===== src/rtl/axi_arb_pkg.sv =====
// Shared types and widths for the AXI-lite SRAM arbiter.
//   arb_state_t : arbiter FSM states (idle, read routed, write routed)
//   MST_IFU/LSU : grant encodings for the two masters
//   AXI_*_BUS   : default AXI-lite bus widths
package axi_arb_pkg;

  localparam int AXI_ADDR_BUS = 32;
  localparam int AXI_DATA_BUS = 32;
  localparam int AXI_RESP_BUS = 2;

  typedef enum logic [1:0] {
    ARB_IDLE = 2'd0,
    ARB_RD   = 2'd1,
    ARB_WR   = 2'd2
  } arb_state_t;

  localparam logic MST_IFU = 1'b0;
  localparam logic MST_LSU = 1'b1;

endpackage


===== src/rtl/rr_arb2.sv =====
// Two-way round-robin picker, purely combinational.
//   req[1:0] : request lines (bit 0 = requester 0)
//   last     : requester served most recently
//   gnt      : winning requester index
//   any      : at least one request present
// On a tie the requester that was not served last wins; with a single
// request that requester wins regardless of last.
module rr_arb2 (
  input  logic [1:0] req,
  input  logic       last,
  output logic       gnt,
  output logic       any
);

  always_comb begin
    any = |req;
    if (req == 2'b11) begin
      gnt = ~last;
    end else begin
      gnt = req[1];
    end
  end

endmodule


===== src/rtl/axi_lite_mem_arbiter.sv =====
// Shares one AXI-lite SRAM slave between the IFU (M0, read-only) and the
// LSU (M1, read + write). One transaction is in flight at a time; reads are
// granted round-robin and an LSU write beats any pending read.
//   clk, rst                : clock, asynchronous active-high reset
//   m0_ar*, m0_r*           : IFU read address / read data channels
//   m1_ar*, m1_r*           : LSU read address / read data channels
//   m1_aw*, m1_w*, m1_b*    : LSU write address / data / response channels
//   s_*                     : the same five channels towards the SRAM slave
// All routing is combinational from the registered state, so the data path
// has zero latency and every output is zero while idle (and hence in reset).
module axi_lite_mem_arbiter
  import axi_arb_pkg::*;
#(
  parameter int ADDR_W = AXI_ADDR_BUS,
  parameter int DATA_W = AXI_DATA_BUS
) (
  input  logic                    clk,
  input  logic                    rst,
  // IFU master
  input  logic [ADDR_W-1:0]       m0_araddr,
  input  logic                    m0_arvalid,
  output logic                    m0_arready,
  output logic [DATA_W-1:0]       m0_rdata,
  output logic [AXI_RESP_BUS-1:0] m0_rresp,
  output logic                    m0_rvalid,
  input  logic                    m0_rready,
  // LSU master
  input  logic [ADDR_W-1:0]       m1_araddr,
  input  logic                    m1_arvalid,
  output logic                    m1_arready,
  output logic [DATA_W-1:0]       m1_rdata,
  output logic [AXI_RESP_BUS-1:0] m1_rresp,
  output logic                    m1_rvalid,
  input  logic                    m1_rready,
  input  logic [ADDR_W-1:0]       m1_awaddr,
  input  logic                    m1_awvalid,
  output logic                    m1_awready,
  input  logic [DATA_W-1:0]       m1_wdata,
  input  logic [DATA_W/8-1:0]     m1_wstrb,
  input  logic                    m1_wvalid,
  output logic                    m1_wready,
  output logic [AXI_RESP_BUS-1:0] m1_bresp,
  output logic                    m1_bvalid,
  input  logic                    m1_bready,
  // SRAM slave
  output logic [ADDR_W-1:0]       s_araddr,
  output logic                    s_arvalid,
  input  logic                    s_arready,
  input  logic [DATA_W-1:0]       s_rdata,
  input  logic [AXI_RESP_BUS-1:0] s_rresp,
  input  logic                    s_rvalid,
  output logic                    s_rready,
  output logic [ADDR_W-1:0]       s_awaddr,
  output logic                    s_awvalid,
  input  logic                    s_awready,
  output logic [DATA_W-1:0]       s_wdata,
  output logic [DATA_W/8-1:0]     s_wstrb,
  output logic                    s_wvalid,
  input  logic                    s_wready,
  input  logic [AXI_RESP_BUS-1:0] s_bresp,
  input  logic                    s_bvalid,
  output logic                    s_bready
);

  arb_state_t state_q, state_d;
  logic       gnt_q, gnt_d;
  logic       last_q, last_d;
  logic       ar_done_q, ar_done_d;
  logic       aw_done_q, aw_done_d;
  logic       w_done_q, w_done_d;

  logic [1:0] rd_req;
  logic       rr_gnt;
  logic       rr_any;

  logic       ar_hs, r_hs, aw_hs, w_hs, b_hs;

  // Read arbitration looks at the live valids; nothing is latched, so a
  // master simply keeps its valid high until the grant reaches it.
  assign rd_req = {m1_arvalid, m0_arvalid};

  rr_arb2 u_rr_arb2 (
    .req  (rd_req),
    .last (last_q),
    .gnt  (rr_gnt),
    .any  (rr_any)
  );

  // Slave-side handshakes; all are zero while idle because the routed
  // valids/readies are zero there.
  assign ar_hs = s_arvalid & s_arready;
  assign r_hs  = s_rvalid  & s_rready;
  assign aw_hs = s_awvalid & s_awready;
  assign w_hs  = s_wvalid  & s_wready;
  assign b_hs  = s_bvalid  & s_bready;

  // ---- state register ----
  always_ff @(posedge clk or posedge rst) begin
    if (rst) begin
      state_q   <= ARB_IDLE;
      gnt_q     <= MST_IFU;
      last_q    <= MST_LSU;
      ar_done_q <= 1'b0;
      aw_done_q <= 1'b0;
      w_done_q  <= 1'b0;
    end else begin
      state_q   <= state_d;
      gnt_q     <= gnt_d;
      last_q    <= last_d;
      ar_done_q <= ar_done_d;
      aw_done_q <= aw_done_d;
      w_done_q  <= w_done_d;
    end
  end

  // ---- next-state logic ----
  always_comb begin
    state_d   = state_q;
    gnt_d     = gnt_q;
    last_d    = last_q;
    ar_done_d = ar_done_q;
    aw_done_d = aw_done_q;
    w_done_d  = w_done_q;

    unique case (state_q)
      ARB_IDLE: begin
        // Grant takes effect next cycle, which also guarantees one idle
        // cycle between the end of one transaction and the next grant.
        if (m1_awvalid) begin
          state_d = ARB_WR;
          gnt_d   = MST_LSU;
        end else if (rr_any) begin
          state_d = ARB_RD;
          gnt_d   = rr_gnt;
        end
      end

      ARB_RD: begin
        if (ar_hs) begin
          ar_done_d = 1'b1;
        end
        if (r_hs) begin
          state_d   = ARB_IDLE;
          last_d    = gnt_q;
          ar_done_d = 1'b0;
        end
      end

      ARB_WR: begin
        if (aw_hs) begin
          aw_done_d = 1'b1;
        end
        if (w_hs) begin
          w_done_d = 1'b1;
        end
        if (b_hs) begin
          state_d   = ARB_IDLE;
          last_d    = MST_LSU;
          aw_done_d = 1'b0;
          w_done_d  = 1'b0;
        end
      end

      default: begin
        state_d   = ARB_IDLE;
        ar_done_d = 1'b0;
        aw_done_d = 1'b0;
        w_done_d  = 1'b0;
      end
    endcase
  end

  // ---- channel routing ----
  always_comb begin
    m0_arready = 1'b0;
    m0_rdata   = '0;
    m0_rresp   = '0;
    m0_rvalid  = 1'b0;
    m1_arready = 1'b0;
    m1_rdata   = '0;
    m1_rresp   = '0;
    m1_rvalid  = 1'b0;
    m1_awready = 1'b0;
    m1_wready  = 1'b0;
    m1_bresp   = '0;
    m1_bvalid  = 1'b0;
    s_araddr   = '0;
    s_arvalid  = 1'b0;
    s_rready   = 1'b0;
    s_awaddr   = '0;
    s_awvalid  = 1'b0;
    s_wdata    = '0;
    s_wstrb    = '0;
    s_wvalid   = 1'b0;
    s_bready   = 1'b0;

    if (state_q == ARB_RD) begin
      // Once AR has been accepted the address channel is closed so a
      // master that keeps arvalid high cannot issue a second request.
      if (gnt_q == MST_IFU) begin
        s_araddr   = m0_araddr;
        s_arvalid  = m0_arvalid & ~ar_done_q;
        m0_arready = s_arready  & ~ar_done_q;
        s_rready   = m0_rready;
        m0_rdata   = s_rdata;
        m0_rresp   = s_rresp;
        m0_rvalid  = s_rvalid;
      end else begin
        s_araddr   = m1_araddr;
        s_arvalid  = m1_arvalid & ~ar_done_q;
        m1_arready = s_arready  & ~ar_done_q;
        s_rready   = m1_rready;
        m1_rdata   = s_rdata;
        m1_rresp   = s_rresp;
        m1_rvalid  = s_rvalid;
      end
    end else if (state_q == ARB_WR) begin
      // AW and W close independently; either may finish first.
      s_awaddr   = m1_awaddr;
      s_awvalid  = m1_awvalid & ~aw_done_q;
      m1_awready = s_awready  & ~aw_done_q;
      s_wdata    = m1_wdata;
      s_wstrb    = m1_wstrb;
      s_wvalid   = m1_wvalid  & ~w_done_q;
      m1_wready  = s_wready   & ~w_done_q;
      s_bready   = m1_bready;
      m1_bresp   = s_bresp;
      m1_bvalid  = s_bvalid;
    end
  end

endmodule


===== config.mk =====
export PLATFORM = sky130hd
export DESIGN_NAME = axi_lite_mem_arbiter
export DESIGN_NICKNAME = d
export VERILOG_FILES = /design/src/rtl/axi_arb_pkg.sv /design/src/rtl/rr_arb2.sv /design/src/rtl/axi_lite_mem_arbiter.sv
export SDC_FILE = /design/constraint.sdc
export NUM_CORES = 1
export LEC_CHECK = 0
export BUFFER_PORTS_ARGS = -buffer_cell sky130_fd_sc_hd__buf_2
export CORE_AREA = 2 2 140 142
export CTS_BUF_LIST = sky130_fd_sc_hd__clkbuf_4
export CTS_CLUSTER_DIAMETER = 200
export DETAILED_ROUTE_END_ITERATION = 10
export DIE_AREA = 0 0 142 144
export GPL_TIMING_DRIVEN = 1
export PLACE_DENSITY = 0.45
export SKIP_LAST_GASP = 1
export SYNTH_ARGS = -nofsm -noshare
export SYNTH_HDL_FRONTEND = slang
export SYNTH_SLANG_ARGS = --single-unit
export TNS_END_PERCENT = 20

===== constraint.sdc =====
create_clock -name clk -period 0.99 [get_ports clk]
set_input_delay 0.099 -clock clk [delete_from_list [all_inputs] [get_ports clk]]
set_output_delay 0.099 -clock clk [all_outputs]
set_load 0.05 [all_outputs]

Word level (Yosys, flattened, before mapping)
Cells that the tools add are included.

Bits in writable memories: 0. Memory bits (read-only): 0. Memories: 0. Logic and storage cells: 107. Input port bits: 182. Register bits: 7. Bits in latches: 0. Output and inout bits: 182.

$add $sub $neg: 0. Shift-type cells: 0. Muxes and demuxes: 62. Order comparisons: 0. Reductions and logical operators: 12. Equality and inequality tests: 9. Bitwise gates (word level): 18. Divide/modulo/power cells: 0. Multiply operators: 0.

Operators with widths (number): $mux W32 (10); $mux W1 (35); $mux W2 (10); $and A1 B1 Y1 (12); $ne A3 B3 Y1 const B (4); $mux W4 (2); $pmux W1 S2 (4); $reduce_and A2 Y1 (4); $not A1 Y1 (6); $pmux W2 S3 (1); $reduce_and A3 Y1 (2); $reduce_or A2 Y1 (3); $eq A2 B2 Y1 const B (2); $ne A2 B2 Y1 const B (2); $reduce_bool A2 Y1 (2); $eq A2 B1 Y1 const B (1); $logic_not A2 Y1 (1).

Logic depth before layout (Yosys ltp)
Gate-level depths: netlist of the first run.

Depth in word-level cells: 8. Gate-level depth with buffers: 5. Gate-level depth less buffers: 3.

Modules after synthesis
From an unflattened synthesis of the first run, not the netlist that was laid out.

Cell total of the unflattened synthesis: 252. Area, all modules: 1773.0 um2.

Modules (own cells, without submodules): axi_lite_mem_arbiter (times used 1, cells an instance 250, area an instance 1759.2 um2); rr_arb2 (times used 1, cells an instance 2, area an instance 13.8 um2).

Worst setup path after synthesis of the first run
No wires, ideal clock.

Kind: register -> output. Start: register state_q[0]. End: output port m1_awready. Path buffers: 1. Path slack: -0.985 ns. Arrival time: 1.876 ns. Stages on the path, launching flop included: 4. Path through: dfrtp_1 -> buf_6 -> nand2b_1 -> nor3b_1.

Cells in the longest elaborated chain, start to end: 3.

Ends and longest elaborated chain: start, declared (RTL line axi_lite_mem_arbiter.sv:65) `arb_state_t state_q, state_d;`; start signal, assigned (RTL line axi_lite_mem_arbiter.sv:107) `state_q <= state_d;`; $eq A2 B2 Y1 (RTL line axi_lite_mem_arbiter.sv:217) `end else if (state_q == ARB_WR) begin`; $mux W1 (RTL line axi_lite_mem_arbiter.sv:217); $mux W1 (*) (RTL line axi_lite_mem_arbiter.sv:197) `if (state_q == ARB_RD) begin`; end, declared (RTL line axi_lite_mem_arbiter.sv:37) `output logic m1_awready,`.

Every way passes the cells marked *; elsewhere a longest branch is shown, timed or not.

Final worst setup path of the first run
Start: register gnt_q. End: output port m1_rdata[21].

Cells in the longest elaborated chain, start to end: 2.

Ends and longest elaborated chain: start, declared (RTL line axi_lite_mem_arbiter.sv:66) `logic gnt_q, gnt_d;`; start signal, assigned (RTL line axi_lite_mem_arbiter.sv:108) `gnt_q <= gnt_d;`; $mux W32 (RTL line axi_lite_mem_arbiter.sv:200) `if (gnt_q == MST_IFU) begin`; $mux W32 (RTL line axi_lite_mem_arbiter.sv:197); end, declared (RTL line axi_lite_mem_arbiter.sv:31) `output logic [DATA_W-1:0] m1_rdata,`.

No other way between the ends.

==> results of run 1 <==
## per-layer routing
layer | up-vias | track usage | part of all wire
met4 | 2 | 0.0353 | 0.019
met5 | - | 0 | 0.00075
met1 | 1636 | 0.127 | 0.35
li1 | 1716 | - | -
met2 | 224 | 0.238 | 0.55
met3 | 22 | 0.0364 | 0.076
## critical path, cell delays in order (launching register included)
cell       delay [ns]
dfrtp_4          0.51
buf_12           0.17
bufbuf_16        0.28
and3_1           0.18
buf_6            0.16
## cell families (layout without fill, tap and decap cells)
group                  count (synthesis)  after routing
buffers and inverters                 30            415
AO/OA/AOI/OAI                         11             11
flip-flops                             7              7
other                                  0              1
AND/OR/NAND/NOR                      202            202
multiplexers                          34             34
## sequential cells by signal (all words and copies together), names as in the netlist
name and flops:
w_done_q 1, last_q 1, state_q 2, aw_done_q 1, gnt_q 1, ar_done_q 1
## through the flow
step | worst slack, ns | util | instance area, µm² | instances | TNS (ns)
2_1_floorplan | -0.305 | - | 2600 | 284 | -51.19
3_3_place_gp | -0.532 | 0.263 | 5010 | 885 | -79.64
3_5_place_dp | -0.533 | 0.263 | 5010 | 885 | -79.25
4_1_cts | -0.671 | 0.334 | 6360 | 899 | -118.21
5_1_grt | -0.732 | 0.352 | 6720 | 908 | -128.81
6_report | -0.684 | 0.352 | 6720 | 908 | -118.67
## final timing paths
check / start / end / slack (ns) / cells after the start
setup reg to reg: gnt_q$_DFFE_PP0P_ / state_q[0]$_DFFE_PP0P_ / -0.51 / 5
min in group asynchronous: rst / aw_done_q$_DFFE_PP0P_ / 0.32 / 3
setup / recovery: gnt_q$_DFFE_PP0P_ / m1_rdata[21] / -0.68 / 4
hold / removal: m1_bready / state_q[1]$_DFFE_PP0P_ / 0.11 / 2
hold reg to reg: aw_done_q$_DFFE_PP0P_ / aw_done_q$_DFFE_PP0P_ / 0.63 / 2
max in group asynchronous: rst / last_q$_DFFE_PP1P_ / 0.38 / 3
## final cells by class
type,count,area share
Clock buffer,4,0.00447
Timing Repair Buffer,410,0.535
Sequential cell,7,0.0270
Tap cell,238,0.0443
Inverter,1,0.000559
Antenna cell,1,0.000372
Multi-Input combinational cell,247,0.388
## power by group through the flow
stage / Combinational [mW] / Clock [mW] / Sequential (mW)
after floorplan: 11.2 / 0 / 0.578
after global placement: 14.8 / 0 / 0.784
after detailed placement: 14.8 / 0 / 0.780
after CTS: 18.7 / 0.315 / 0.613
after global routing: 20.9 / 0.324 / 0.660
final: 20.1 / 0.309 / 0.634
## placed cells by master (no fill, tap or decap), drive strengths merged, types with 3 or more instances in the layout
cell | synthesis | routed
and2 | 108 | 108
nor3 | 3 | 3
and3 | 36 | 36
dfrtp | 6 | 6
nor2b | 3 | 3
nand2b | 4 | 4
a31oi | 4 | 4
buf | 17 | 402
clkbuf | 12 | 9
nor2 | 39 | 39
mux2i | 32 | 32
nor3b | 5 | 5
## timing repair
action,4_1_cts,5_1_grt
gates resized for setup,328,59
hold endpoints to repair,6,0
gates cloned,3,5
endpoints found under the setup margin,188,189
hold buffers,1,0
buffers inserted,8,3
pin swaps,23,9
==> impl_metrics.env, run 1 <==
export IMPL_outcome="complete, but fails checks"
export IMPL_violations="negative setup slack"
export IMPL_die_area_mm2=0.0204
export IMPL_synth_compound_area_frac=0.0479
export IMPL_ff_latch_area_um2=181
export IMPL_cts_root_buf="clkbuf_4"
export IMPL_cp_end_kind="output pin"
export IMPL_hold_viol_final=0
export IMPL_crit_required_ns=0.89
export IMPL_worstHoldPathType="in -> reg"
export IMPL_synth_warning_count=0
export IMPL_postRouteAntennaNets=0
export IMPL_setup_viol=189
export IMPL_cts_made_buffers=3
export IMPL_grt_pass1_vias=3719
export IMPL_p_leak_nw=3.32
export IMPL_drt_iter0_markers=74
export IMPL_async_flop_share=1.00
export IMPL_numPortBuffers=363
export IMPL_max_slew_margin_rel=0.803
export IMPL_core_area_mm2=0.0191
export IMPL_cp_start_kind="flop"
export IMPL_rows=51
export IMPL_grt_use_total=0.123
export IMPL_firstDrtPassIters=4
export IMPL_routedWlPerCell_um=16.2
export IMPL_critical_path_arrival_ns=1.57
export IMPL_yosysMostFrequentCell="and2_1"
export IMPL_clkTransAtPathRegs_ns=0.06
export IMPL_drc=0
export IMPL_cts_tree="done"
export IMPL_worst_slack_ns=-0.684
export IMPL_num_io_pins=364
export IMPL_cp_max_fo=14
export IMPL_die_h_um=144
export IMPL_syn_inst=284
export IMPL_synth_area_top_cells="and2_1 (33%), mux2i_1 (16%), and3_1 (11%)"
export IMPL_vias_per_cell=3.96
export IMPL_clk_path_buf_depth=2
export IMPL_power_density_mw_per_mm2=3130
export IMPL_synth_xor_area_frac=0
export IMPL_yosysTopAreaCellShare=0.332
export IMPL_grt_setup_unrepaired="yes"
export IMPL_switchingPower_mw=11.6
export IMPL_cap_viol_max_count=0
export IMPL_combPwrFrac=0.955
export IMPL_synth_top_family_by_area="simple AND/OR/NAND/NOR gates"
export IMPL_synth_seq_cells=7
export IMPL_avgSynthCellArea_um2=7.17
export IMPL_clockPowerShare=0.015
export IMPL_total_power_mw=21.0
export IMPL_yosysSeqAreaShare=0.0866
export IMPL_area_growth_pct=230
export IMPL_fillers=1911
export IMPL_synth_adder_area_share=0
export IMPL_synthSimpleGateAreaFrac=0.593
export IMPL_cts_sinks=7
export IMPL_power_internal_mw=9.41
export IMPL_htree_levels=1
export IMPL_yosysTopAreaCell="and2_1"
export IMPL_gp_congestion=0.818
export IMPL_grt_antenna_before_repair=2
export IMPL_clk_latency_ns=0.26
export IMPL_num_vias=3600
export IMPL_nNetsFinal=852
export IMPL_detail_route_wirelength_um=14700
export IMPL_place_hpwl_um=11100
export IMPL_worst_slew_pin_slew_ns=0.295
export IMPL_syn_num_nets=466
export IMPL_seq_power_share=0.030
export IMPL_synth_edf_count=0
export IMPL_vdd_drop_max_uv=1790
export IMPL_grt_max_degree=51
export IMPL_final_layout_size_suffix_gt1_frac=0.949
export IMPL_path_class="reg -> out"
export IMPL_hold_ws_ns=0.106
export IMPL_switching_share=0.553
export IMPL_fin_skew_ns=0.00607
export IMPL_fmax_mhz=598
export IMPL_multi_input_area_mm2=0.00261
export IMPL_period_minus_slack_ns=1.67
export IMPL_min_period_over_period=1.69
export IMPL_synthFlopType="dfrtp_1"
export IMPL_syn_area_mm2=0.00204
export IMPL_netlist_cell_type_count=33
export IMPL_grt_ovfl_total=0
export IMPL_slew_viol_final=0
export IMPL_fp_dieW_um=142
export IMPL_initial_core_util=0.107
export IMPL_grt_pass1_wl_um=19600
export IMPL_synth_mux_area_frac=0.168
export IMPL_synth_common_cells="and2_1 (108), nor2_1 (38), and3_1 (35), mux2i_1 (32), buf_6 (10)"
Note: power is estimated with default switching activity, not from simulation.
==> run 2, diff against run 1 <==
GPL_TIMING_DRIVEN = 0   (was 1)
==> impl_metrics.env, run 2 (synthesized netlist as in run 1, its figures left out) <==
export IMPL_total_power_mw=17.8
export IMPL_final_layout_size_suffix_gt1_frac=0.933
export IMPL_outcome="complete, but fails checks"
export IMPL_final_core_util=0.302
export IMPL_regMostFlops="state_q"
export IMPL_cp_max_fo=8
export IMPL_firstDrtPassIters=4
export IMPL_gp_congestion=0.827
export IMPL_postRouteAntennaNets=0
export IMPL_dp_slack_ns=-0.633
export IMPL_r2r_cells=5
export IMPL_min_path_cells=2
export IMPL_fillers=2033
export IMPL_most_common_layout_cells="buf_2 (271), and2_2 (75), buf_6 (38)"
export IMPL_grt_use_total=0.121
export IMPL_core_area_mm2=0.0191
export IMPL_layout_commonest_cell="buf_2"
export IMPL_fin_skew_ns=0.00583
export IMPL_cts_root_buf="clkbuf_4"
export IMPL_hold_ws_ns=0.103
export IMPL_cp_end_kind="output pin"
export IMPL_cap_viol_max_count=0
export IMPL_worst_slack_ns=-0.734
export IMPL_fp_dieW_um=142
export IMPL_nNetsFinal=855
export IMPL_routedWlPerCell_um=15.2
export IMPL_area_growth_pct=183
export IMPL_p_leak_nw=3.16
export IMPL_cts_made_buffers=3
export IMPL_detail_route_wirelength_um=13800
export IMPL_rows=51
export IMPL_grt_setup_unrepaired="yes"
export IMPL_hold_viol_final=0
export IMPL_grt_max_degree=11
export IMPL_vdd_drop_max_uv=1660
export IMPL_die_area_mm2=0.0204
export IMPL_antennaDiodeCount=0
export IMPL_vias_per_cell=3.86
export IMPL_setup_tns_final_ns=-122.81
export IMPL_num_vias=3511
export IMPL_path_class="reg -> out"
export IMPL_initial_core_util=0.107
export IMPL_drc=0
export IMPL_grt_pass1_vias=3321
export IMPL_cts_sinks=7
export IMPL_grt_antenna_before_repair=1
export IMPL_place_hpwl_um=11800
export IMPL_min_period_over_period=1.74
export IMPL_clk_path_buf_depth=2
export IMPL_grt_pass1_wl_um=19100
export IMPL_critical_path_arrival_ns=1.63
export IMPL_slew_viol_final=0
export IMPL_htree_levels=1
export IMPL_period_minus_slack_ns=1.72
export IMPL_clkTransAtPathRegs_ns=0.05
export IMPL_violations="negative setup slack"
export IMPL_fmax_mhz=580
export IMPL_grt_ovfl_total=0
export IMPL_cp_start_kind="flop"
export IMPL_power_density_mw_per_mm2=3080
export IMPL_max_slew_margin_rel=0.825
export IMPL_cts_tree="done"
export IMPL_drt_iter0_markers=50
export IMPL_numPortBuffers=363
export IMPL_crit_required_ns=0.89
export IMPL_die_h_um=144
export IMPL_setup_viol=189
export IMPL_num_io_pins=364
export IMPL_worst_slew_pin_slew_ns=0.255
export IMPL_clk_latency_ns=0.26
export IMPL_largest_register_ffs=2
export IMPL_worstHoldPathType="in -> reg"
[run 2: cell count changes in the layout (fill, tap and decap cells not counted), sizes merged]
cell	previous run	this run
diode	1	0
bufbuf	2	0
nor2	39	40
clkbuf	9	44
buf	402	371
[run 2: final timing paths]
| check | slack (ns) | startpoint | endpoint |
|---|---|---|---|
| worst max register to register | -0.31 | gnt_q$_DFFE_PP0P_ | last_q$_DFFE_PP1P_ |
| worst min register to register | 0.63 | last_q$_DFFE_PP1P_ | last_q$_DFFE_PP1P_ |
| max in group asynchronous | 0.39 | rst | last_q$_DFFE_PP1P_ |
| worst max-delay path | -0.73 | state_q[1]$_DFFE_PP0P_ | m0_rdata[14] |
| worst min-delay path | 0.10 | s_bvalid | state_q[1]$_DFFE_PP0P_ |
| min in group asynchronous | 0.32 | rst | w_done_q$_DFFE_PP0P_ |
[run 2: per-layer routing]
layer | track usage | vias up | routed length [µm]
met4 | 0.0221 | 2 | 199
met1 | 0.129 | 1563 | 5080
met2 | 0.242 | 207 | 7400
met5 | 0 | - | 16
met3 | 0.0288 | 17 | 1160
li1 | - | 1722 | -
[run 2: where the power goes]
part           internal (mW)  leakage [nW]  total [mW]  switching, mW
sequential             0.438        0.0834       0.602          0.164
clock                  0.182        0.0184       0.296          0.114
combinational           6.27          3.06        16.9           10.6
total                   6.89          3.16        17.8           10.9
[run 2: critical path, stage by stage, from the launching register on]
cell,delay (ns)
dfrtp_1,0.41
nand2b_4,0.16
buf_12,0.15
nor2_8,0.16
clkbuf_16,0.18
and2_4,0.16
buf_8,0.14
[run 2: what timing repair did]
item | CTS | global route
endpoints found under the setup margin | 189 | 189
endpoints found under the hold margin | 6 | 0
cloned | 2 | 2
resized for setup | 108 | 160
hold buffers | 1 | 0
setup buffers | 14 | 2
pin swaps | 2 | 7
[run 2: cell type report]
| type | instances | area (µm²) | area share |
|---|---|---|---|
| inverter | 1 | 3.75 | 0.000651 |
| sequential | 7 | 176 | 0.0306 |
| tap | 238 | 298 | 0.0516 |
| timing repair buffer | 383 | 2570 | 0.446 |
| multi-input combinational | 248 | 2330 | 0.404 |
| clock buffer | 4 | 30.0 | 0.00521 |
| buffer | 29 | 354 | 0.0614 |
[run 2: per-stage QoR]
stage,cells,cell area [µm²]
after floorplan,284,2600
after global placement,885,4720
after detailed placement,885,4720
after CTS,906,5280
after global routing,910,5770
final,910,5770
==> run 3, diff against run 2 <==
PLACE_DENSITY = 0.44   (was 0.45)
clock period = 2 ns   (was 0.99 ns; I/O delays follow)
==> impl_metrics.env, run 3 (synthesized netlist as in run 1, its figures left out) <==
export IMPL_outcome="finished, final reports clean"
export IMPL_cts_made_buffers=3
export IMPL_grt_antenna_before_repair=1
export IMPL_cts_sinks=7
export IMPL_initial_core_util=0.107
export IMPL_final_layout_size_suffix_gt1_frac=0.621
export IMPL_drc=0
export IMPL_switching_share=0.706
export IMPL_crit_required_ns=1.80
export IMPL_largest_register_ffs=2
export IMPL_critical_path_arrival_ns=1.73
export IMPL_cap_viol_max_count=0
export IMPL_numPortBuffers=363
export IMPL_grt_pass1_vias=3092
export IMPL_postRouteAntennaNets=0
export IMPL_seq_power_share=0.041
export IMPL_grt_setup_unrepaired="yes"
export IMPL_clockPowerShare=0.021
export IMPL_total_power_mw=6.79
export IMPL_power_density_mw_per_mm2=1620
export IMPL_hold_viol_final=0
export IMPL_final_core_util=0.220
export IMPL_gp_congestion=0.764
export IMPL_antennaDiodeCount=0
export IMPL_firstDrtPassIters=4
export IMPL_cp_start_kind="flop"
export IMPL_path_class="reg -> out"
export IMPL_grt_pass1_wl_um=17900
export IMPL_multi_input_area_mm2=0.00165
export IMPL_clk_latency_ns=0.25
export IMPL_cts_tree="done"
export IMPL_layout_commonest_cell="buf_2"
export IMPL_most_common_layout_cells="buf_2 (365), and2_1 (108), nor2_1 (38)"
export IMPL_worst_slack_ns=0.0718
export IMPL_grt_ovfl_total=0
export IMPL_detail_route_wirelength_um=13200
export IMPL_num_io_pins=364
export IMPL_clkTransAtPathRegs_ns=0.06
export IMPL_cp_end_kind="output pin"
export IMPL_dpl_cell_count=885
export IMPL_vias_per_cell=3.76
export IMPL_cts_root_buf="clkbuf_4"
export IMPL_ff_latch_area_um2=176
export IMPL_worst_slew_pin_slew_ns=0.391
export IMPL_area_growth_pct=106
export IMPL_nNetsFinal=835
export IMPL_die_h_um=144
export IMPL_placed_area_mm2=0.00415
export IMPL_routedWlPerCell_um=14.8
export IMPL_regMostFlops="state_q"
export IMPL_fmax_mhz=519
export IMPL_worstHoldPathType="in -> reg"
export IMPL_place_hpwl_um=11800
export IMPL_fin_skew_ns=0.0102
export IMPL_combPwrFrac=0.938
export IMPL_min_period_over_period=0.964
export IMPL_fin_cells=890
export IMPL_rows=51
export IMPL_cp_max_fo=10
export IMPL_setup_viol=0
export IMPL_fillers=2197
export IMPL_dp_slack_ns=0.197
export IMPL_switchingPower_mw=4.80
export IMPL_grt_max_degree=11
export IMPL_power_internal_mw=1.99
export IMPL_setup_tns_final_ns=0
export IMPL_num_vias=3350
export IMPL_die_area_mm2=0.0204
export IMPL_slew_viol_final=0
export IMPL_fp_dieW_um=142
export IMPL_drt_iter0_markers=84
export IMPL_max_slew_margin_rel=0.739
export IMPL_stdcell_area_mm2=0.00420
export IMPL_postCtsSetupRepairBufs=0
export IMPL_htree_levels=1
export IMPL_vdd_drop_max_uv=798
export IMPL_period_minus_slack_ns=1.93
export IMPL_clk_path_buf_depth=2
export IMPL_hold_ws_ns=0.222
export IMPL_core_area_mm2=0.0191
export IMPL_grt_use_total=0.115
export IMPL_p_leak_nw=2.86
-- run 3: changes by cell type in the layout (fill, tap and decap cells not counted), sizes merged --
cell	before	now
nor2	40	39
clkbuf	44	17
buf	371	379
-- run 3: area by class of cell --
type,instances,share of cell area
sequential,7,0.0420
multi-input combinational,247,0.392
tap,238,0.0709
inverter,1,0.000893
clock buffer,4,0.00715
buffer,29,0.0503
timing repair buffer,364,0.437
-- run 3: power groups by stage --
| stage | clock network, mW | registers, mW | logic (mW) |
|---|---|---|---|
| final | 0.143 | 0.276 | 6.37 |
| after detailed placement | 0 | 0.279 | 6.47 |
| after CTS | 0.146 | 0.277 | 6.48 |
| after floorplan | 0 | 0.264 | 4.85 |
| after global routing | 0.157 | 0.290 | 6.74 |
| after global placement | 0 | 0.277 | 6.48 |
-- run 3: per-layer routing --
| layer | GRT usage | up-vias | part of all wire | routed length, µm |
|---|---|---|---|---|
| li1 | - | 1672 | - | - |
| met1 | 0.113 | 1462 | 0.35 | 4680 |
| met2 | 0.254 | 212 | 0.57 | 7470 |
| met3 | 0.0212 | 2 | 0.078 | 1030 |
| met4 | 0.00474 | 2 | 0.000076 | 1 |
| met5 | 0 | - | 0.0012 | 16 |
-- run 3: final timing paths --
path                                        start                    end  slack (ns)  cells past startpoint
setup / recovery           state_q[0]$_DFFE_PP0P_            s_wdata[28]        0.07                      6
hold / removal                          s_awready  aw_done_q$_DFFE_PP0P_        0.22                      3
setup reg to reg           state_q[1]$_DFFE_PP0P_     last_q$_DFFE_PP1P_        0.80                      4
hold reg to reg             aw_done_q$_DFFE_PP0P_  aw_done_q$_DFFE_PP0P_        0.52                      2
max in group asynchronous                     rst     last_q$_DFFE_PP1P_        1.28                      3
min in group asynchronous                     rst  ar_done_q$_DFFE_PP0P_        0.43                      3
-- run 3: timing repair --
item,in CTS,in global routing
hold endpoints to repair,6,0
gates resized for setup,1,7
endpoints found under the setup margin,9,35
hold buffers,1,0
-- run 3: worst max-delay path, cell delays in order, from the launching register on --
cell	delay [ns]
dfrtp_1	0.39
buf_6	0.15
nor2b_4	0.12
buf_6	0.16
clkbuf_2	0.19
and2_1	0.19
buf_2	0.28
